$ cat src/rtl/rf_write_scheduler_if.sv
// Bundle of the write-port scheduler's request, hazard and register-file signals.
// The pipeline/requesters side uses the master modport; the scheduler uses slave.
interface rf_write_scheduler_if #(
    parameter int unsigned DATA_W = 32,
    parameter int unsigned ADDR_W = 4,
    parameter int unsigned QDEPTH = 4
);
    localparam int unsigned CNT_W = $clog2(QDEPTH) + 1;

    logic              wb_en;
    logic [ADDR_W-1:0] wb_dest;
    logic [DATA_W-1:0] wb_data;
    logic              lnk_valid;
    logic [DATA_W-1:0] lnk_pc;
    logic              lnk_ready;
    logic              aux_valid;
    logic [ADDR_W-1:0] aux_dest;
    logic [DATA_W-1:0] aux_data;
    logic              aux_ready;
    logic [ADDR_W-1:0] src1;
    logic [ADDR_W-1:0] src2;
    logic              hz1;
    logic              hz2;
    logic              rf_we;
    logic [ADDR_W-1:0] rf_dest;
    logic [DATA_W-1:0] rf_data;
    logic              pipe_stall;
    logic [CNT_W-1:0]  q_count;

    modport master (
        output wb_en, wb_dest, wb_data, lnk_valid, lnk_pc, aux_valid, aux_dest, aux_data,
               src1, src2,
        input  lnk_ready, aux_ready, hz1, hz2, rf_we, rf_dest, rf_data, pipe_stall, q_count
    );

    modport slave (
        input  wb_en, wb_dest, wb_data, lnk_valid, lnk_pc, aux_valid, aux_dest, aux_data,
               src1, src2,
        output lnk_ready, aux_ready, hz1, hz2, rf_we, rf_dest, rf_data, pipe_stall, q_count
    );
endinterface

$ cat src/rtl/rf_write_scheduler.sv
// Arbitrates the register file's single write port. Pipeline write-back always
// wins; link and auxiliary writes wait in a small circular buffer and drain into
// idle cycles. Newer write-backs cancel older buffered writes to the same register.
module rf_write_scheduler #(
    parameter int unsigned DATA_W     = 32,
    parameter int unsigned ADDR_W     = 4,
    parameter int unsigned QDEPTH     = 4,
    parameter int unsigned LR_IDX     = 14,
    parameter int unsigned STARVE_MAX = 8
) (
    input logic                 clk,
    input logic                 rst,
    rf_write_scheduler_if.slave bus
);
    localparam int unsigned PTR_W = $clog2(QDEPTH);
    localparam int unsigned CNT_W = PTR_W + 1;
    localparam int unsigned STV_W = $clog2(STARVE_MAX) + 1;

    logic [QDEPTH-1:0] live_q, live_d;
    logic [ADDR_W-1:0] dest_q [QDEPTH];
    logic [DATA_W-1:0] data_q [QDEPTH];
    logic [PTR_W-1:0]  head_q, tail_q;
    logic [CNT_W-1:0]  count_q;
    logic [STV_W-1:0]  starve_q, starve_d;
    logic              stall_q, stall_d;

    logic              empty, not_full, head_live, drain, blocked;
    logic              lnk_fire, aux_fire, enq;
    logic [ADDR_W-1:0] enq_dest;
    logic [DATA_W-1:0] enq_data;

    assign empty     = (count_q == '0);
    assign not_full  = (count_q < CNT_W'(QDEPTH));
    assign head_live = !empty && live_q[head_q];
    // Head leaves the buffer on every idle write-port cycle; suppressed in reset so
    // a pending write is discarded rather than written.
    assign drain     = !empty && !bus.wb_en && !rst;
    assign blocked   = head_live && bus.wb_en;

    assign bus.lnk_ready  = not_full;
    assign bus.aux_ready  = not_full && !bus.lnk_valid;
    assign lnk_fire       = bus.lnk_valid && not_full;
    assign aux_fire       = bus.aux_valid && bus.aux_ready;
    assign enq            = lnk_fire || aux_fire;
    assign enq_dest       = lnk_fire ? ADDR_W'(LR_IDX) : bus.aux_dest;
    assign enq_data       = lnk_fire ? bus.lnk_pc : bus.aux_data;
    assign bus.pipe_stall = stall_q;
    assign bus.q_count    = count_q;

    // Write-port mux: write-back first, otherwise a live head entry.
    always_comb begin
        bus.rf_we   = 1'b0;
        bus.rf_dest = '0;
        bus.rf_data = '0;
        if (bus.wb_en) begin
            bus.rf_we   = 1'b1;
            bus.rf_dest = bus.wb_dest;
            bus.rf_data = bus.wb_data;
        end else if (drain && head_live) begin
            bus.rf_we   = 1'b1;
            bus.rf_dest = dest_q[head_q];
            bus.rf_data = data_q[head_q];
        end
    end

    // Read hazards against every live buffered entry, including the one draining now.
    always_comb begin
        bus.hz1 = 1'b0;
        bus.hz2 = 1'b0;
        for (int i = 0; i < QDEPTH; i++) begin
            if (live_q[i] && dest_q[i] == bus.src1) bus.hz1 = 1'b1;
            if (live_q[i] && dest_q[i] == bus.src2) bus.hz2 = 1'b1;
        end
    end

    // Live bits: cancel on matching write-back, clear on pop, set on enqueue.
    // The enqueue comes last so a same-cycle entry survives cancellation.
    always_comb begin
        live_d = live_q;
        for (int i = 0; i < QDEPTH; i++) begin
            if (bus.wb_en && dest_q[i] == bus.wb_dest) live_d[i] = 1'b0;
        end
        if (drain) live_d[head_q] = 1'b0;
        if (enq)   live_d[tail_q] = 1'b1;
    end

    // Starvation tracking: counts consecutive blocked cycles of a live head.
    always_comb begin
        starve_d = starve_q;
        stall_d  = stall_q;
        if (drain || empty) begin
            starve_d = '0;
            if (drain) stall_d = 1'b0;
        end else if (blocked) begin
            if (starve_q == STV_W'(STARVE_MAX - 1)) stall_d = 1'b1;
            else                                    starve_d = starve_q + STV_W'(1);
        end
    end

    // Control state register.
    always_ff @(posedge clk) begin
        if (rst) begin
            live_q   <= '0;
            head_q   <= '0;
            tail_q   <= '0;
            count_q  <= '0;
            starve_q <= '0;
            stall_q  <= 1'b0;
        end else begin
            live_q   <= live_d;
            starve_q <= starve_d;
            stall_q  <= stall_d;
            if (drain) head_q <= head_q + PTR_W'(1);
            if (enq)   tail_q <= tail_q + PTR_W'(1);
            count_q  <= count_q + CNT_W'(enq) - CNT_W'(drain);
        end
    end

    // Entry payload; needs no reset since live_q qualifies every use.
    always_ff @(posedge clk) begin
        if (enq) begin
            dest_q[tail_q] <= enq_dest;
            data_q[tail_q] <= enq_data;
        end
    end
endmodule

$ cat src/flat_wrapper.sv
// flat-port wrapper written by rule: the top's interface ports become plain ports
module rf_write_scheduler_flat 
#(
    parameter int unsigned DATA_W     = 32,
    parameter int unsigned ADDR_W     = 4,
    parameter int unsigned QDEPTH     = 4,
    parameter int unsigned LR_IDX     = 14,
    parameter int unsigned STARVE_MAX = 8
)
  (clk, rst, bus_wb_en, bus_wb_dest, bus_wb_data, bus_lnk_valid, bus_lnk_pc, bus_aux_valid, bus_aux_dest, bus_aux_data, bus_src1, bus_src2, bus_lnk_ready, bus_aux_ready, bus_hz1, bus_hz2, bus_rf_we, bus_rf_dest, bus_rf_data, bus_pipe_stall, bus_q_count);
  rf_write_scheduler_if #(.DATA_W(DATA_W), .ADDR_W(ADDR_W), .QDEPTH(QDEPTH)) bus_i ();
  input logic clk;
  input logic rst;
  input wire logic [$bits(bus_i.wb_en)-1:0] bus_wb_en;
  input wire logic [$bits(bus_i.wb_dest)-1:0] bus_wb_dest;
  input wire logic [$bits(bus_i.wb_data)-1:0] bus_wb_data;
  input wire logic [$bits(bus_i.lnk_valid)-1:0] bus_lnk_valid;
  input wire logic [$bits(bus_i.lnk_pc)-1:0] bus_lnk_pc;
  input wire logic [$bits(bus_i.aux_valid)-1:0] bus_aux_valid;
  input wire logic [$bits(bus_i.aux_dest)-1:0] bus_aux_dest;
  input wire logic [$bits(bus_i.aux_data)-1:0] bus_aux_data;
  input wire logic [$bits(bus_i.src1)-1:0] bus_src1;
  input wire logic [$bits(bus_i.src2)-1:0] bus_src2;
  output wire logic [$bits(bus_i.lnk_ready)-1:0] bus_lnk_ready;
  output wire logic [$bits(bus_i.aux_ready)-1:0] bus_aux_ready;
  output wire logic [$bits(bus_i.hz1)-1:0] bus_hz1;
  output wire logic [$bits(bus_i.hz2)-1:0] bus_hz2;
  output wire logic [$bits(bus_i.rf_we)-1:0] bus_rf_we;
  output wire logic [$bits(bus_i.rf_dest)-1:0] bus_rf_dest;
  output wire logic [$bits(bus_i.rf_data)-1:0] bus_rf_data;
  output wire logic [$bits(bus_i.pipe_stall)-1:0] bus_pipe_stall;
  output wire logic [$bits(bus_i.q_count)-1:0] bus_q_count;
  assign bus_i.wb_en = bus_wb_en;
  assign bus_i.wb_dest = bus_wb_dest;
  assign bus_i.wb_data = bus_wb_data;
  assign bus_i.lnk_valid = bus_lnk_valid;
  assign bus_i.lnk_pc = bus_lnk_pc;
  assign bus_i.aux_valid = bus_aux_valid;
  assign bus_i.aux_dest = bus_aux_dest;
  assign bus_i.aux_data = bus_aux_data;
  assign bus_i.src1 = bus_src1;
  assign bus_i.src2 = bus_src2;
  assign bus_lnk_ready = bus_i.lnk_ready;
  assign bus_aux_ready = bus_i.aux_ready;
  assign bus_hz1 = bus_i.hz1;
  assign bus_hz2 = bus_i.hz2;
  assign bus_rf_we = bus_i.rf_we;
  assign bus_rf_dest = bus_i.rf_dest;
  assign bus_rf_data = bus_i.rf_data;
  assign bus_pipe_stall = bus_i.pipe_stall;
  assign bus_q_count = bus_i.q_count;
  rf_write_scheduler #(.DATA_W(DATA_W), .ADDR_W(ADDR_W), .QDEPTH(QDEPTH), .LR_IDX(LR_IDX), .STARVE_MAX(STARVE_MAX)) u_core (.clk(clk), .rst(rst), .bus(bus_i));
endmodule
$ cat config.mk
export PLATFORM = sky130hd
export DESIGN_NAME = rf_write_scheduler_flat
export DESIGN_NICKNAME = d
export VERILOG_FILES = /design/src/rtl/rf_write_scheduler_if.sv /design/src/rtl/rf_write_scheduler.sv /design/src/flat_wrapper.sv
export SDC_FILE = /design/constraint.sdc
export NUM_CORES = 1
export LEC_CHECK = 0
export ABC_CLOCK_PERIOD_IN_PS = 2900
export CAP_MARGIN = 20
export CORE_ASPECT_RATIO = 1.5
export CORE_UTILIZATION = 42
export DETAILED_ROUTE_END_ITERATION = 8
export PLACE_DENSITY = 0.68
export SYNTH_ARGS = -nofsm -noshare
export SYNTH_HDL_FRONTEND = slang
export SYNTH_SLANG_ARGS = --single-unit
$ cat constraint.sdc
create_clock -name clk -period 2.9 [get_ports clk]
set_input_delay 0.435 -clock clk [delete_from_list [all_inputs] [get_ports clk]]
set_output_delay 0.435 -clock clk [all_outputs]
set_load 0.01 [all_outputs]
==> reports/qor.txt <==
Vias in the first global route - 5019
Setup skew after layout - 0.00795 ns
Failing checks - design-rule violations
Clock sinks - 162
Switching pwr - 2280 uW
Synthesized flop and latch total - 162
Vias per cell - 5.29
Setup WS post-layout - 0.0984 ns
Row count - 60
Setup violators final - 0
CP Max Fanout - 7
# H-tree levels - 4
Die W - 112 um
Synth Area in XOR/XNOR - 6.31%
EDFF count, synth - 144
Yosys cell types - 35
Diode count - 0
Comb power frac - 31.4%
Int Pwr - 5650 uW
Relative slew slack - 68.6%
Mux contribution to synthesized area - 20.6%
WS Path Type - flip-flop to output pin
Initial DRC Count - 189
Critical Path Start - u_core.head_q[0]
Startpoint Class - flip-flop
Netlist Area Pre-Place - 7630 sq um
Switching Share - 28.7%
WL final - 17200 um
Static leakage - 0.00356 uW
Worst-case clock buffer depth - 2
Minimum clock period - 2.80 ns
Congestion Overflow GR - 0
I/O Buffers - 161
Detail Route Antenna Nets - 0
WL/cell - 19.2 um
WP data arrival - 2.37 ns
Initial antenna violation count - 1
Layout Area Growth over Synthesis - 33.8%
Synth Flop Type - edfxtp_1
Cell Pwr Density - 777 nW/um^2
RSZ-0062 raised after global routing - false
Clock transition at path regs - 0.06 ns
Compound-gate portion of the synthesized area - 1.31%
Chip height - 167 um
Mean post-synth cell area - 15.6 sq um
Top-area cell type share of the netlist area - 56.7%
Final worst path period share - 96.6%
Routability cong. - 0.806
Fmax - 357 MHz
Largest net degree at the start of global routing - 37
Clock share of power - 26.6%
Total I/O pin count - 162
Post-synthesis cell count - 490
Share of power burned in registers - 42.0%
Top cells by area, synth - edfxtp_1, mux4_2, mux2i_1
Hold Crit Start - u_core.starve_q[2]
DRC - 7
Die ar. - 18700 sq um
Setup crit end kind - output pin
Area of the core - 17900 sq um
Setup TNS Final - 0 ns
Tot GR Track Use - 18.6%
Initial Util - 42.7%
Main combinational cell family by area after synthesis - multiplexers
Vias - 4725
Synth cell count leaders - edfxtp_1, nor2_1, mux2i_1
Root buf cell - clkbuf_16
Adder-cell share of the synthesized area - 1.90%
Synth Net Count - 618
Async SR Flop Fraction - 0%
CTS Buf Count - 17
Yosys warns - 0
Max_cap viols - 0
Setup WS pre-CTS - 0.310 ns
Clk Latency, worst-skew pair - 0.41 ns
Max Slew Vio Count - 0
Worst hold path type - flip-flop to flip-flop
Final Power - 7930 uW
Post-DP HPWL - 11500 um
CTS tree - yes
Top-count cell post-synth - edfxtp_1
First-pass GRT wire length - 25900 um
Status - finished, violations left
Reg-to-reg startpoint - u_core.bus.q_count[2]
Post-synth top area cell - edfxtp_1
Final hold violations - 0
TritonRoute pass-1 iters - 6
Slew @ Worst Pin - 0.469 ns
CP required - 2.47 ns
Layout cells sized above 1 - 20.1%
Sequential-to-total area share from yosys stat - 61.4%
Max IR drop VDD - 0.000331 V
Nets - 792
Simple logic cell fraction of the synthesized area - 5.87%
[critical path, stage by stage (launching register included)]
cell and delay, ns:
dfxtp_4 0.38, mux4_2 0.55, a21oi_4 0.17, buf_12 0.14, buf_6 0.17, nor2_1 0.06
clkdlybuf4s50_1 0.48
[worst paths after layout]
kind / endpoint / slack (ns) / depth (start not counted)
worst min-delay path: u_core.starve_q[2] / 0.55 / 2
worst max-delay path: bus_rf_data[24] / 0.1 / 6
worst min register to register: u_core.starve_q[2] / 0.55 / 2
worst max register to register: u_core.bus.q_count[2] / 0.78 / 10
[power groups by stage]
stage / Clock, uW / Sequential, uW / Combinational [uW]
finish: 2110 / 3330 / 2490
global route: 2240 / 3380 / 2710
CTS: 2150 / 3330 / 2520
detailed placement: 0 / 3380 / 2500
global placement: 0 / 3350 / 2470
floorplan: 0 / 3310 / 1540
[state kept, by name (all words and copies together) (netlist names), named ones only]
register and cells:
u_core.data_q 128, u_core.dest_q 16, u_core.live_q 4, u_core.starve_q 4
u_core.bus.q_count 3, u_core.head_q 2, u_core.tail_q 2, u_core.bus.pipe_stall 1
[cell type report]
class | instances | area (sq um)
multi-input cells | 286 | 2750
flip-flops and latches | 162 | 4690
inverters | 15 | 56.3
clock buffers | 20 | 447
well taps | 217 | 272
clock inverters | 12 | 123
repair buffers | 182 | 1870
fillers | 1464 | 7650
[logic make-up (layout without fill, tap and decap cells)]
kind of cell    after synthesis  count (layout)
buf+inv                      42             229
xor+xnor                     55              55
simple gates                100             100
flops                       162             162
fa+ha+maj                    11              11
mux                         107             107
compound gates               13              13
[timing repair]
action / CTS / global route
setup buffers: 1 / 1
hold buffers: 0 / 0
resized for setup: 1 / 2
pin swaps: 0 / 1
endpoints found under the setup margin: 37 / 30
gates cloned: 0 / 2
[layer usage]
metal | up-vias | global-route usage [%] | routed length [um]
li1 | 2190 | - | -
met1 | 2386 | 21.4 | 6640
met2 | 128 | 33.9 | 9580
met3 | 21 | 3.15 | 623
met4 | 0 | 7.77 | 342
met5 | - | 0 | 0
[placed cells by master (no fill, tap or decap), types with 2 or more instances in the layout]
master,Yosys,final
a21oi_1,6,6
buf_12,0,7
buf_4,3,12
clkbuf_1,11,2
clkbuf_16,0,18
clkdlybuf4s50_1,0,160
clkinv_4,0,2
clkinvlp_4,0,2
dfxtp_1,18,14
dfxtp_2,0,3
edfxtp_1,144,144
ha_1,10,10
inv_1,14,10
inv_2,1,5
inv_6,0,5
mux2_2,32,32
mux2i_1,38,38
mux4_2,37,37
nand2_1,12,11
nand2b_1,4,4
nand3_1,13,13
nand4_1,3,3
nor2_1,48,48
nor3_1,13,13
o221ai_1,4,4
xnor2_1,28,28
xor2_1,27,27
[metrics by stage]
stage | cells | util [%] | hold WS [ns] | cell area (sq um)
2_1_floorplan | 490 | - | 0.474 | 7630
3_3_place_gp | 858 | 53.6 | 0.499 | 9580
3_5_place_dp | 858 | 53.6 | 0.546 | 9580
4_1_cts | 891 | 56.8 | 0.556 | 10200
5_1_grt | 894 | 57.2 | 0.575 | 10200
6_report | 894 | 57.2 | 0.550 | 10200
Power figures use the tool's default switching activity.
